$ cat config.mk
export PLATFORM = sky130hd
export DESIGN_NAME = beta_if_dec_skid_pipe
export DESIGN_NICKNAME = d
export VERILOG_FILES = /design/src/rtl/beta_pkg.sv /design/src/rtl/beta_if_dec_skid_pipe.sv
export SDC_FILE = /design/constraint.sdc
export NUM_CORES = 1
export LEC_CHECK = 0
export BUFFER_PORTS_ARGS = -buffer_cell sky130_fd_sc_hd__buf_2
export CORE_ASPECT_RATIO = 0.6
export CORE_MARGIN = 5
export CORE_UTILIZATION = 35
export CTS_CLUSTER_SIZE = 20
export DETAILED_ROUTE_END_ITERATION = 12
export GPL_ROUTABILITY_DRIVEN = 0
export PLACE_DENSITY = 0.66
export SLEW_MARGIN = 30
export SYNTH_ARGS = -nofsm -noshare
export SYNTH_HDL_FRONTEND = slang
export SYNTH_SLANG_ARGS = --single-unit
$ cat constraint.sdc
create_clock -name clk_i -period 17.1 [get_ports clk_i]
set_input_delay 0.855 -clock clk_i [delete_from_list [all_inputs] [get_ports clk_i]]
set_output_delay 0.855 -clock clk_i [all_outputs]
set_load 0.02 [all_outputs]
$ cat src/rtl/beta_pkg.sv
// Shared types and constants for the IF/DEC skid pipeline register.
package beta_pkg;

  // Occupancy of the two-entry skid register
  typedef enum logic [1:0] {
    SKID_EMPTY,
    SKID_ONE,
    SKID_FULL
  } skid_state_t;

  // addi x0,x0,0 -- shown to decode whenever no entry is valid
  localparam logic [31:0] BETA_NOP_INSTR = 32'h0000_0013;

endpackage

$ cat src/rtl/beta_if_dec_skid_pipe.sv
// Fetch-to-decode pipeline register, valid/ready handshake, 2-entry skid buffer.
// Optional feature macro: BETA_IFDEC_PERF_EN adds pip_stall_cnt_o, a saturating
// count of cycles in which decode holds a valid entry that is not consumed.
module beta_if_dec_skid_pipe
  import beta_pkg::*;
#(
  parameter int unsigned          DataWidth = 32,
  parameter logic [DataWidth-1:0] NopInstr  = DataWidth'(BETA_NOP_INSTR)
) (
  input  logic                 clk_i,
  input  logic                 rstn_i,
  input  logic                 pip_valid_i,
  output logic                 pip_ready_o,
  input  logic [DataWidth-1:0] pip_instr_i,
  input  logic [DataWidth-1:0] pip_next_pc_i,
  output logic                 pip_valid_o,
  input  logic                 pip_ready_i,
  output logic [DataWidth-1:0] pip_instr_o,
  output logic [DataWidth-1:0] pip_next_pc_o,
  input  logic                 pip_stall_i,
  input  logic                 pip_flush_i
`ifdef BETA_IFDEC_PERF_EN
  ,
  output logic [31:0]          pip_stall_cnt_o
`endif
);

  skid_state_t          state_q, state_d;
  logic [DataWidth-1:0] head_instr_q, head_pc_q;
  logic [DataWidth-1:0] skid_instr_q, skid_pc_q;
  logic                 push, pop;
  logic                 head_we, skid_we, head_from_skid;

  // Handshake flags are decoded from the state register only, so ready
  // never depends combinationally on pip_ready_i.
  assign pip_ready_o = (state_q != SKID_FULL);
  assign pip_valid_o = (state_q != SKID_EMPTY);
  assign push        = pip_valid_i & pip_ready_o;
  assign pop         = pip_valid_o & pip_ready_i & ~pip_stall_i;

  // Payload registers stay untouched on bubbles; the idle value is muxed in.
  assign pip_instr_o   = pip_valid_o ? head_instr_q : NopInstr;
  assign pip_next_pc_o = pip_valid_o ? head_pc_q    : '0;

  // Next-state and payload write enables; flush drops everything incl. this cycle's push
  always_comb begin
    state_d        = state_q;
    head_we        = 1'b0;
    skid_we        = 1'b0;
    head_from_skid = 1'b0;
    if (pip_flush_i) begin
      state_d = SKID_EMPTY;
    end else begin
      case (state_q)
        SKID_EMPTY: begin
          if (push) begin
            state_d = SKID_ONE;
            head_we = 1'b1;
          end
        end
        SKID_ONE: begin
          if (push && pop) begin
            head_we = 1'b1;
          end else if (push) begin
            state_d = SKID_FULL;
            skid_we = 1'b1;
          end else if (pop) begin
            state_d = SKID_EMPTY;
          end
        end
        SKID_FULL: begin
          if (pop) begin
            state_d        = SKID_ONE;
            head_we        = 1'b1;
            head_from_skid = 1'b1;
          end
        end
        default: state_d = SKID_EMPTY;
      endcase
    end
  end

  // Occupancy register, synchronous active-low reset
  always_ff @(posedge clk_i) begin
    if (!rstn_i) state_q <= SKID_EMPTY;
    else         state_q <= state_d;
  end

  // Head payload: loaded from fetch, or promoted from the skid slot on drain
  always_ff @(posedge clk_i) begin
    if (rstn_i && head_we) begin
      head_instr_q <= head_from_skid ? skid_instr_q : pip_instr_i;
      head_pc_q    <= head_from_skid ? skid_pc_q    : pip_next_pc_i;
    end
  end

  // Skid payload: catches the word accepted while decode is back-pressuring
  always_ff @(posedge clk_i) begin
    if (rstn_i && skid_we) begin
      skid_instr_q <= pip_instr_i;
      skid_pc_q    <= pip_next_pc_i;
    end
  end

`ifdef BETA_IFDEC_PERF_EN
  logic [31:0] stall_cnt_q;

  // Back-pressure counter: saturating, cleared only by reset (flush keeps it)
  always_ff @(posedge clk_i) begin
    if (!rstn_i)                                      stall_cnt_q <= '0;
    else if (pip_valid_o && !pop && stall_cnt_q != '1) stall_cnt_q <= stall_cnt_q + 32'd1;
  end

  assign pip_stall_cnt_o = stall_cnt_q;
`endif

endmodule

# Word level (Yosys, flattened, before mapping)
# Index checks and enable logic that the tools add are counted.
dict set report word_totals {
  reg_bits 130
  inputBits 70
  output_inout_bits 66
}
dict set report classes {
  eq_ne 7
  muxes 20
  bitwise_logic 5
  n_reduce_logical 7
}
# operator n
set op_table {}
lappend op_table {{2-to-1 mux 32 bit} 4}
lappend op_table {{2-to-1 mux 2 bit} 5}
lappend op_table {{2-to-1 mux 1 bit} 9}
lappend op_table {{inequality test 2 bit, second input constant} 4}
lappend op_table {{one-hot mux 2 bit (3 select lines)} 1}
lappend op_table {{AND reduction 4 bit} 1}
lappend op_table {{AND 1 bit} 3}
lappend op_table {{logical AND 1 bit} 3}
lappend op_table {{inequality test 3 bit, second input constant} 1}
lappend op_table {{one-hot mux 1 bit (3 select lines)} 1}
lappend op_table {{equality test 2 x 1 -> 1 bit, second input constant} 1}
lappend op_table {{equality test 2 bit, second input constant} 1}
lappend op_table {{logical NOT 2 bit} 1}
lappend op_table {{NOT 1 bit} 2}
lappend op_table {{nonzero test 2 bit} 1}
lappend op_table {{OR reduction 2 bit} 1}

# Logic depth before layout (Yosys ltp)
# Gate-level depths: netlist of run 1.
dict set report logic_depth {
  depth_word 8
  ltp_mapped 5
  mapped_depth_nobuf 4
}

# Least setup slack after synthesis of run 1
# Ideal clock, no wire load.
dict set report synth_path {
  path_kind {input port to flip-flop}
  startpoint {input port pip_stall_i}
  endpoint {register skid_instr_q[0] (enable)}
  setup_ns 0.565
  t_arrival_ns 5.513
  required_time_ns 16.535
  path_slack_ns 11.023
  stages 3
  n_path_buf 0
  path_cell_list {nand2b_1 -> nand2_1 -> nor3_1}
}
dict set report synth_between {
  elab_chain_len 7
}
# item line
set synth_rtl {}
lappend synth_rtl {{from (decl)} beta_if_dec_skid_pipe.sv:20} ;# input logic pip_stall_i,
lappend synth_rtl {{NOT 1 bit} beta_if_dec_skid_pipe.sv:39} ;# assign pop = pip_valid_o & pip_ready_i & ~pip_stall_i;
lappend synth_rtl {{AND 1 bit} beta_if_dec_skid_pipe.sv:39}
lappend synth_rtl {{logical AND 1 bit} beta_if_dec_skid_pipe.sv:62} ;# if (push && pop) begin
lappend synth_rtl {{2-to-1 mux 1 bit} beta_if_dec_skid_pipe.sv:62}
lappend synth_rtl {{2-to-1 mux 1 bit} beta_if_dec_skid_pipe.sv:54} ;# case (state_q)
lappend synth_rtl {{2-to-1 mux 1 bit} beta_if_dec_skid_pipe.sv:51} ;# if (pip_flush_i) begin
lappend synth_rtl {{logical AND 1 bit} beta_if_dec_skid_pipe.sv:99} ;# if (rstn_i && skid_we) begin
lappend synth_rtl {{to (signal assigned)} beta_if_dec_skid_pipe.sv:100} ;# skid_instr_q <= pip_instr_i;
lappend synth_rtl {{to (decl)} beta_if_dec_skid_pipe.sv:30} ;# logic [DataWidth-1:0] skid_instr_q, skid_pc_q;
# Every way passes these cells.
# A chain may end at the register's enable or synchronous reset.

# Final worst setup path of run 1
dict set report layout_path {
  startpoint {register state_q[1]}
  endpoint {output port pip_instr_o[1]}
}
dict set report layout_between {
  elab_chain_len 2
}
# item line
set layout_rtl {}
lappend layout_rtl {{from (decl)} beta_if_dec_skid_pipe.sv:28} ;# skid_state_t state_q, state_d;
lappend layout_rtl {{from (signal assigned)} beta_if_dec_skid_pipe.sv:86} ;# else state_q <= state_d;
lappend layout_rtl {{nonzero test 2 bit} beta_if_dec_skid_pipe.sv:37} ;# assign pip_valid_o = (state_q != SKID_EMPTY);
lappend layout_rtl {{2-to-1 mux 32 bit} beta_if_dec_skid_pipe.sv:42} ;# assign pip_instr_o = pip_valid_o ? head_instr_q : NopInstr;
lappend layout_rtl {{to (decl)} beta_if_dec_skid_pipe.sv:18} ;# output logic [DataWidth-1:0] pip_instr_o,
# Every way passes these cells.

==> metrics.log, run 1 <==
INFO  metric ys.flop_type = sky130_fd_sc_hd__edfxtp_1
INFO  metric path_max_fanout = 65
INFO  metric clock_sink_count = 130
INFO  metric start_kind = flip-flop
INFO  metric timing.critical_path.max_delay_family = buffers and inverters
INFO  metric result_of_the_run = finished, final reports clean
INFO  metric timing.setup.critical_path_class = flip-flop to primary output
INFO  metric rsz0062_at_grt = false
INFO  metric area_growth_syn_to_layout = 28.2%
INFO  metric power_frac_comb = 0.062
INFO  metric synth.lib_cells_used.distinct = 22
INFO  metric synthDominantCellAreaShare = 0.735
INFO  metric final.min_clock_period = 2.69 ns
INFO  metric cellInternalPower = 602 uW
INFO  metric core_area = around 15000 um2
INFO  metric wl_per_cell = around 16 um
INFO  metric cts_resized = 0
INFO  metric worst_ir_drop_vdd = 62.2 uV
INFO  metric tritoncts = done
INFO  metric grt_max_degree = 66
INFO  metric maxClockFrequency = around 370 MHz
INFO  metric synthCells = ~290
INFO  metric io_buffer_count = ~140
INFO  metric share_of_synthesized_area_occupied_by_flip_flops_and_latches = 0.742
INFO  metric num_vias = 2968
INFO  metric worst_skew_late_latency = roughly 0.40 ns
INFO  metric synth_edf_count = 128
INFO  metric p_seq_frac = 0.473
INFO  metric mappedNetlistNets = between 300 and 400
INFO  metric viasPerCell = 4.57
INFO  metric rows = 34
INFO  metric die_height = approximately 100 um
INFO  metric timing.final.crit_share = 0.157
INFO  metric cpMaxStageDelayCell = sky130_fd_sc_hd__buf_4
INFO  metric path_buf_inv = 2
INFO  metric synthMostInstantiatedCell = sky130_fd_sc_hd__edfxtp_1
INFO  metric power.switching = 157 uW
INFO  metric fin_hold_ws = 0.536 ns
INFO  metric synthArstFlopShare = 0
INFO  metric antenna_found_initial = 0
INFO  metric grtUsageTotal = 0.120
INFO  metric detailedPlacementHpwl = around 6600 um
INFO  metric cp_cell_sequence = nor2_4 -> buf_4 -> or2_2 -> buf_2
INFO  metric die-area = approximately 18000 um2
INFO  metric antennaDiodeCount = 0
INFO  metric drt_pass1_iterations = 4
INFO  metric nets = ~510
INFO  metric detail_route.drc_violations = 0
INFO  metric first_global_vias = 3153
INFO  metric fin_setup_tns = 0 ns
INFO  metric initial_utilization = 0.359
INFO  metric post_synth.cell_area_avg = ~18 um2
INFO  metric timing.slew.headroom = 0.412
INFO  metric pwr_density_cell = approximately 110 nW/um2
INFO  metric clock_buffers_created_by_tritoncts = 17
INFO  metric synth_seq_cells = 130
INFO  metric clock_path_buffers = 2
INFO  metric max_cap_viol_count = 0
INFO  metric setup_viol = 0
INFO  metric post_synth_main_area_contributors = sky130_fd_sc_hd__edfxtp_1 (73%), sky130_fd_sc_hd__mux2_2 (13%), sky130_fd_sc_hd__nor2b_1 (7.7%)
INFO  metric yosys.area.top_type = sky130_fd_sc_hd__edfxtp_1
INFO  metric min_path_type = flip-flop to flip-flop
INFO  metric critPathRequiredTime = roughly 16 ns
INFO  metric timing_hold_violations_final = 0
INFO  metric area_of_the_mapped_netlist = approximately 5200 um2
INFO  metric slew_violations = 0
INFO  metric cpPeakStageDelay = between 0.5 and 0.6 ns
INFO  metric dieWidth = 168 um
INFO  metric timing.clock.skew = just under 0.007 ns
INFO  metric boundaryPins = between 100 and 150
INFO  metric leakage = around 2.5 nW
INFO  metric crit_arrival = between 1.5 and 2 ns
INFO  metric grt_pass1_wl = 16600 um
INFO  metric setup.worst_path.end_class = primary output
INFO  metric hold_buf_cts = 0
INFO  metric power_frac_clock = 0.465
INFO  metric placed_cells_incl_taps = slightly above 600
INFO  metric sw_frac_of_total = 0.207
INFO  metric worstMarginPinSlew = 0.882 ns
INFO  metric fraction_of_layout_cells_with_a_size_suffix_above_1 = 0.523
INFO  metric finish.cell_count_without_fillers = between 600 and 700
INFO  metric path_clk_slew = approximately 0.06 ns
INFO  metric yosysWarningCount = 0
INFO  metric cts.root.buffer_cell = sky130_fd_sc_hd__clkbuf_16
INFO  metric initialDrtViolationCount = ~110
INFO  metric ctsHtreeMaxLevel = 4
INFO  metric post_cts_buffers = 0
INFO  metric globalRouteOverflowTotal = 0
INFO  metric wl = around 11000 um
INFO  metric post_synth_most_frequent_cells = sky130_fd_sc_hd__edfxtp_1 (128), sky130_fd_sc_hd__nor2b_1 (64), sky130_fd_sc_hd__mux2_2 (60)
INFO  metric drtAntennaViolNets = 0
-- kinds of logic (layout without fill, tap and decap cells) --
group	Yosys count	in the layout	synth area share
muxes	65	65	0.140
buffers and inverters	15	173	0.0179
DFF	130	130	0.742
AOI/OAI and AO/OA	5	5	0.00646
and+or+nand+nor	78	78	0.0937
-- per-stage QoR --
step	setup WS [ns]	util	total power, mW	cell area [um2]
2_1_floorplan	11.02	-	0.392	5230
3_3_place_gp	14.37	0.420	0.412	6120
3_5_place_dp	14.31	0.420	0.414	6120
4_1_cts	14.33	0.460	0.770	6710
5_1_grt	14.22	0.460	0.790	6710
6_report	14.41	0.460	0.759	6710
-- final timing paths --
check	start	end	slack [ns]	cells after the start
worst max-delay path	state_q[1]$_SDFFE_PP0P_	pip_instr_o[1]	14.41	4
worst min-delay path	skid_pc_q[8]$_DFFE_PP_	head_pc_q[8]$_DFFE_PP_	0.54	1
worst max register to register	state_q[1]$_SDFFE_PP0P_	head_pc_q[2]$_DFFE_PP_	14.79	5
worst min register to register	skid_pc_q[8]$_DFFE_PP_	head_pc_q[8]$_DFFE_PP_	0.54	1
-- cell usage in the layout, fill, tap and decap left out, drive strengths merged, types with 2 or more instances in the layout --
cell type  instances
nor2b             64
clkbuf            22
nand2b             3
clkinv             4
a21oi              2
clkinvlp           4
edfxtp           128
buf              139
or2                3
nor3               3
dfxtp              2
nand2              2
inv                2
bufinv             2
mux2              64
-- metal layers --
metal / global-route usage / share of wire
met1: 0.158 / 0.47
met2: 0.174 / 0.43
met5: 0 / 0
met4: 0.0469 / 0.015
met3: 0.0536 / 0.091
-- registers in the layout (all words and copies together), names as in the netlist --
signal,cells
head_instr_q,32
skid_pc_q,32
head_pc_q,32
skid_instr_q,32
state_q,2
-- power groups by stage --
stage	registers, mW	clock network (mW)	logic [mW]
after floorplan	0.366	0	0.0262
after global placement	0.365	0	0.0469
after detailed placement	0.365	0	0.0482
after CTS	0.359	0.362	0.0485
after global routing	0.359	0.379	0.0518
final	0.359	0.353	0.0472
-- final cells by class --
cell class / instances / area, um2
sequential: 130 / 3880
inverter: 2 / 7.51
clock buffer: 22 / 474
tap: 198 / 248
clock inverter: 10 / 110
multi-input combinational: 148 / 1280
fill: 1315 / 7880
timing repair buffer: 139 / 706
No activity file was read; power rests on OpenSTA's default activity.
==> run 2, diff against run 1 <==
clock period = 2.75 ns   (was 17.1 ns; I/O delays follow)
==> run 2 against run 1 <==
Clock skew hardly changed. Die area did not move. Global-route usage increased by 0.85 points. Non-clock buffer count is 65 higher. Via count is 8.1% higher. Hold slack got worse by 0.42 ns. Worst setup slack got worse by 14 ns. Wire length grew 6.6%. Count of clock-buffer cells in the layout fell by 4. Critical path type unchanged. Critical endpoint is now pip_instr_o[0]. Largest power group is now clock.
==> metrics.log, run 2 (synthesis results as in run 1) <==
INFO  metric viasPerCell = 4.49
INFO  metric fin_hold_ws = roughly 0.12 ns
INFO  metric finish.utilization = 0.509
INFO  metric critPathRequiredTime = about 2.6 ns
INFO  metric grt_max_degree = 65
INFO  metric max_cap_viol_count = 0
INFO  metric num_vias = 3209
INFO  metric wl_per_cell = roughly 16 um
INFO  metric io_buffer_count = 135
INFO  metric post_cts_buffers = 0
INFO  metric cts.root.buffer_cell = sky130_fd_sc_hd__clkbuf_16
INFO  metric fin_setup_tns = 0 ns
INFO  metric timing.clock.skew = about 0.0065 ns
INFO  metric wl = 11200 um
INFO  metric timing.slew.headroom = 0.636
INFO  metric core_area = ~15000 um2
INFO  metric fraction_of_layout_cells_with_a_size_suffix_above_1 = 0.457
INFO  metric antenna_found_initial = 0
INFO  metric timing.final.crit_share = 0.762
INFO  metric detail_route.drc_violations = 0
INFO  metric area_growth_syn_to_layout = 42.0%
INFO  metric setup_viol = 0
INFO  metric worst_skew_late_latency = 0.40 ns
INFO  metric placed_area = ~6200 um2
INFO  metric die-area = about 18000 um2
INFO  metric grtUsageTotal = 0.128
INFO  metric most_frequent_standard_cell_in_the_layout_excluding_fill_and_tap_cells = sky130_fd_sc_hd__buf_2
INFO  metric initial_utilization = 0.359
INFO  metric hold_buf_cts = 64
INFO  metric worstMarginPinSlew = between 0.5 and 0.6 ns
INFO  metric drt_pass1_iterations = 4
INFO  metric regToRegStartpoint = state_q[1]$_SDFFE_PP0P_
INFO  metric cts_resized = 0
INFO  metric start_kind = flip-flop
INFO  metric timing_hold_violations_final = 0
INFO  metric final_area = between 7000 and 8000 um2
INFO  metric ctsHtreeMaxLevel = 4
INFO  metric path_clk_slew = approximately 0.06 ns
INFO  metric drtAntennaViolNets = 0
INFO  metric maxClockFrequency = approximately 480 MHz
INFO  metric startpoint = state_q[1]$_SDFFE_PP0P_
INFO  metric timing.setup.critical_path_class = flip-flop to primary output
INFO  metric first_global_vias = between 3000 and 4000
INFO  metric pwr_density_cell = about 670 nW/um2
INFO  metric clock_buffers_created_by_tritoncts = 17
INFO  metric antennaDiodeCount = 0
INFO  metric min_path_type = input pin to flip-flop
INFO  metric total_power = 4.95 mW
INFO  metric rows = 34
INFO  metric final.min_clock_period = ~2.1 ns
INFO  metric grt_pass1_wl = ~18000 um
INFO  metric worst_ir_drop_vdd = roughly 320 uV
INFO  metric final_cell_mix = sky130_fd_sc_hd__buf_2 (135), sky130_fd_sc_hd__edfxtp_1 (128), sky130_fd_sc_hd__nor2b_1 (64), sky130_fd_sc_hd__dlygate4sd3_1 (64), sky130_fd_sc_hd__mux2_2 (60)
INFO  metric multi_input_comb_area = roughly 1300 um2
INFO  metric nets = ~570
INFO  metric dieWidth = around 170 um
INFO  metric globalRouteOverflowTotal = 0
INFO  metric rsz0062_at_grt = false
INFO  metric boundaryPins = between 100 and 150
INFO  metric hold_start = pip_stall_i
INFO  metric layout.filler_cells = 1195
INFO  metric result_of_the_run = finished, final reports clean
INFO  metric initialDrtViolationCount = ~170
INFO  metric seqCellArea = between 3000 and 4000 um2
INFO  metric clock_path_buffers = 2
INFO  metric slew_violations = 0
INFO  metric detailedPlacementHpwl = between 6000 and 7000 um
INFO  metric leakage = 2.80 nW
INFO  metric die_height = 105 um
INFO  metric setup.worst_path.end_class = primary output
INFO  metric tritoncts = done
INFO  metric crit_arrival = 1.96 ns
INFO  metric path_max_fanout = 26
INFO  metric clock_sink_count = between 100 and 150
==> run 2: cell count changes in the layout (fill, tap and decap cells not counted), sizes merged <==
cell and change:
buf +1, clkinvlp -1, dlygate4sd3 +64, bufinv +2, clkbuf -4, inv +2, clkinv +1
==> run 2: area by class of cell <==
type,instances,share of cell area
clock inverter,14,0.0251
inverter,2,0.00101
tap,198,0.0333
multi-input combinational,148,0.173
clock buffer,18,0.0578
timing repair buffer,204,0.187
sequential,130,0.523
==> run 2: critical path: stages, from the launching register on <==
cell	delay, ns
sky130_fd_sc_hd__dfxtp_1	0.37
sky130_fd_sc_hd__nor2_4	0.47
sky130_fd_sc_hd__buf_4	0.38
sky130_fd_sc_hd__or2_2	0.17
sky130_fd_sc_hd__buf_2	0.15
==> run 2: path summary, 6_finish.rpt <==
| kind | slack [ns] | end | cells after the start |
|---|---|---|---|
| worst min register to register | 0.53 | head_instr_q[10]$_DFFE_PP_ | 1 |
| worst max-delay path | 0.65 | pip_instr_o[0] | 4 |
| worst min-delay path | 0.12 | state_q[1]$_SDFFE_PP0P_ | 3 |
| worst max register to register | 0.77 | head_pc_q[23]$_DFFE_PP_ | 5 |
==> run 2: layer usage <==
| metal | vias up | GRT usage | wire, um |
|---|---|---|---|
| li1 | 1513 | - | - |
| met1 | 1580 | 0.166 | 5250 |
| met2 | 109 | 0.200 | 5080 |
| met3 | 7 | 0.0577 | 818 |
| met4 | 0 | 0.0307 | 68 |
| met5 | - | 0 | 0 |
==> run 2: metrics by stage <==
step	setup slack, ns	std cells
3_3_place_gp	0.868	618
3_5_place_dp	0.782	618
4_1_cts	0.546	714
5_1_grt	0.449	714
2_1_floorplan	0.247	293
6_report	0.655	714
==> run 2: power by group <==
part           switching [mW]  internal, mW
registers             0.00901          2.22
logic                   0.188         0.184
clock network           0.830          1.51
==> run 3, diff against run 2 <==
PLACE_DENSITY = 0.68   (was 0.66)
clock period = 1.8 ns   (was 2.75 ns; I/O delays follow)
==> run 3 against run 2 <==
Combinational power grew 70%. Hold slack worse by 0.022 ns. Count of clock-buffer cells in the layout up 1. Via count decreased by 0.53%. Flip-flop and latch count unchanged. Sequential share of layout area shrank 2.6 points. Core utilization up 2.7 points.
==> metrics.log, run 3 (synthesis results as in run 1) <==
INFO  metric regToRegSetupSlack = between 0.06 and 0.07 ns
INFO  metric area_growth_syn_to_layout = 49.5%
INFO  metric timing_hold_violations_final = 0
INFO  metric cpMaxStageDelayCell = sky130_fd_sc_hd__dfxtp_2
INFO  metric antenna_found_initial = 0
INFO  metric layout.filler_cells = between 1000 and 1500
INFO  metric fin_setup_tns = 0 ns
INFO  metric dieWidth = approximately 170 um
INFO  metric detailedPlacementHpwl = between 7000 and 8000 um
INFO  metric first_global_vias = ~3500
INFO  metric initial_utilization = 0.359
INFO  metric timing.setup.critical_path_class = flip-flop to flip-flop
INFO  metric detail_route.drc_violations = 0
INFO  metric met1Wirelength = 5250 um
INFO  metric final_cell_mix = sky130_fd_sc_hd__buf_2 (135), sky130_fd_sc_hd__edfxtp_1 (128), sky130_fd_sc_hd__nor2b_1 (64), sky130_fd_sc_hd__dlygate4sd3_1 (64), sky130_fd_sc_hd__mux2_4 (61)
INFO  metric timing.rr.end = head_pc_q[9]$_DFFE_PP_
INFO  metric drt_pass1_iterations = 4
INFO  metric die_height = 105 um
INFO  metric final.min_clock_period = 1.73 ns
INFO  metric globalRouteOverflowTotal = 0
INFO  metric maxClockFrequency = 577 MHz
INFO  metric worst_skew_late_latency = 0.40 ns
INFO  metric critPathRequiredTime = approximately 2 ns
INFO  metric rows = 34
INFO  metric grt_pass1_wl = approximately 19000 um
INFO  metric hold_start = pip_valid_i
INFO  metric timing.slew.headroom = 0.770
INFO  metric total_power = 7.27 mW
INFO  metric ctsHtreeMaxLevel = 4
INFO  metric slew_violations = 0
INFO  metric leakage = between 3 and 4 nW
INFO  metric timing.final.crit_share = 0.964
INFO  metric finish.utilization = 0.536
INFO  metric drtAntennaViolNets = 0
INFO  metric grt_max_degree = 40
INFO  metric antennaDiodeCount = 0
INFO  metric wl = 11600 um
INFO  metric die-area = 17600 um2
INFO  metric fin_hold_ws = about 0.097 ns
INFO  metric cpPeakStageDelay = roughly 0.31 ns
INFO  metric clock_buffers_created_by_tritoncts = 17
INFO  metric r2r_cells = 6
INFO  metric result_of_the_run = finished, final reports clean
INFO  metric placed_area = 6560 um2
INFO  metric clock_path_buffers = 2
INFO  metric wl_met2 = 5390 um
INFO  metric cts.root.buffer_cell = sky130_fd_sc_hd__clkbuf_16
INFO  metric final_area = just under 8000 um2
INFO  metric viasPerCell = 4.41
INFO  metric top_layer = met4
INFO  metric post_cts_buffers = 0
INFO  metric most_frequent_standard_cell_in_the_layout_excluding_fill_and_tap_cells = sky130_fd_sc_hd__buf_2
INFO  metric num_vias = roughly 3200
INFO  metric cell_depth_of_the_worst_hold_path = 3
INFO  metric min_path_type = input pin to flip-flop
INFO  metric rsz0062_at_grt = true
INFO  metric cp_cell_sequence = and2b_2 -> inv_2 -> nor3_4 -> buf_6 -> clkbuf_16 -> mux2_4
INFO  metric clock_sink_count = 130
INFO  metric timing.clock.skew = between 0.01 and 0.015 ns
INFO  metric wl_per_cell = about 16 um
INFO  metric worst_ir_drop_vdd = approximately 540 uV
INFO  metric crit_arrival = about 1.9 ns
INFO  metric core_area = about 15000 um2
INFO  metric tritoncts = done
INFO  metric io_buffer_count = 135
INFO  metric max_cap_viol_count = 0
INFO  metric start_kind = flip-flop
INFO  metric route.met3.wl = between 800 and 900 um
INFO  metric path_clk_slew = approximately 0.060 ns
INFO  metric setup_viol = 0
INFO  metric fraction_of_layout_cells_with_a_size_suffix_above_1 = 0.487
INFO  metric multi_input_comb_area = around 1500 um2
INFO  metric boundaryPins = 136
INFO  metric worst_hold_path.endpoint = state_q[0]$_SDFFE_PP0P_
INFO  metric initialDrtViolationCount = ~190
INFO  metric grtUsageTotal = 0.134
INFO  metric seqCellArea = 3890 um2
INFO  metric nets = 585
INFO  metric setup.worst_path.end_class = flip-flop
INFO  metric pwr_density_cell = between 900 and 1000 nW/um2
INFO  metric worstMarginPinSlew = 0.345 ns
INFO  metric path_max_fanout = 10
INFO  metric regToRegStartpoint = state_q[0]$_SDFFE_PP0P_
run 3: worst max-delay path by stage:
| stage | from | endpoint | slack [ns] | cells after the start |
|---|---|---|---|---|
| after floorplan | state_q[1]$_SDFFE_PP0P_ | skid_instr_q[0]$_DFFE_PP_ | -0.68 | 2 |
| after global placement | state_q[0]$_SDFFE_PP0P_ | head_pc_q[8]$_DFFE_PP_ | 0.07 | 6 |
| after detailed placement | state_q[0]$_SDFFE_PP0P_ | head_pc_q[14]$_DFFE_PP_ | 0.03 | 6 |
| after CTS | state_q[0]$_SDFFE_PP0P_ | head_pc_q[14]$_DFFE_PP_ | 0.007 | 6 |
| after global routing | state_q[0]$_SDFFE_PP0P_ | head_pc_q[23]$_DFFE_PP_ | -0.02 | 6 |
| final | state_q[0]$_SDFFE_PP0P_ | head_pc_q[9]$_DFFE_PP_ | 0.07 | 6 |
run 3: stage by stage:
stage                     setup slack [ns]  instances
after floorplan                     -0.680        293
after global placement              0.0681        628
after detailed placement            0.0346        628
after CTS                          0.00674        722
after global routing               -0.0195        724
final                               0.0656        724
run 3: report_power, final:
group | switching (mW) | internal, mW | total, mW
clock network | 1.22 | 2.01 | 3.23
registers | 0.0116 | 3.39 | 3.41
logic | 0.297 | 0.335 | 0.633
run 3: metal layers:
| metal | global-route usage | up-vias |
|---|---|---|
| met1 | 0.161 | 1541 |
| met3 | 0.0528 | 10 |
| met4 | 0.0423 | 0 |
| met2 | 0.223 | 111 |
| li1 | - | 1530 |
| met5 | 0 | - |
run 3: area by class of cell:
| class | instances | share of cell area |
|---|---|---|
| clock buffers | 19 | 0.0554 |
| multi-input cells | 148 | 0.195 |
| inverters | 2 | 0.000960 |
| well taps | 198 | 0.0317 |
| flip-flops and latches | 130 | 0.497 |
| repair buffers | 216 | 0.205 |
| clock inverters | 11 | 0.0149 |
run 3: what timing repair did:
item                       CTS  global route
resized for setup            0             6
hold endpoints to repair   104             0
hold buffers                64             0
setup endpoints to repair    0            56
run 3: worst max-delay path, delay by kind of cell, from the launching register on:
kind                   cells  cell delay (ns)
buffers and inverters      3             0.41
AND/OR/NAND/NOR            2             0.45
flip-flops                 1             0.31
multiplexers               1             0.30
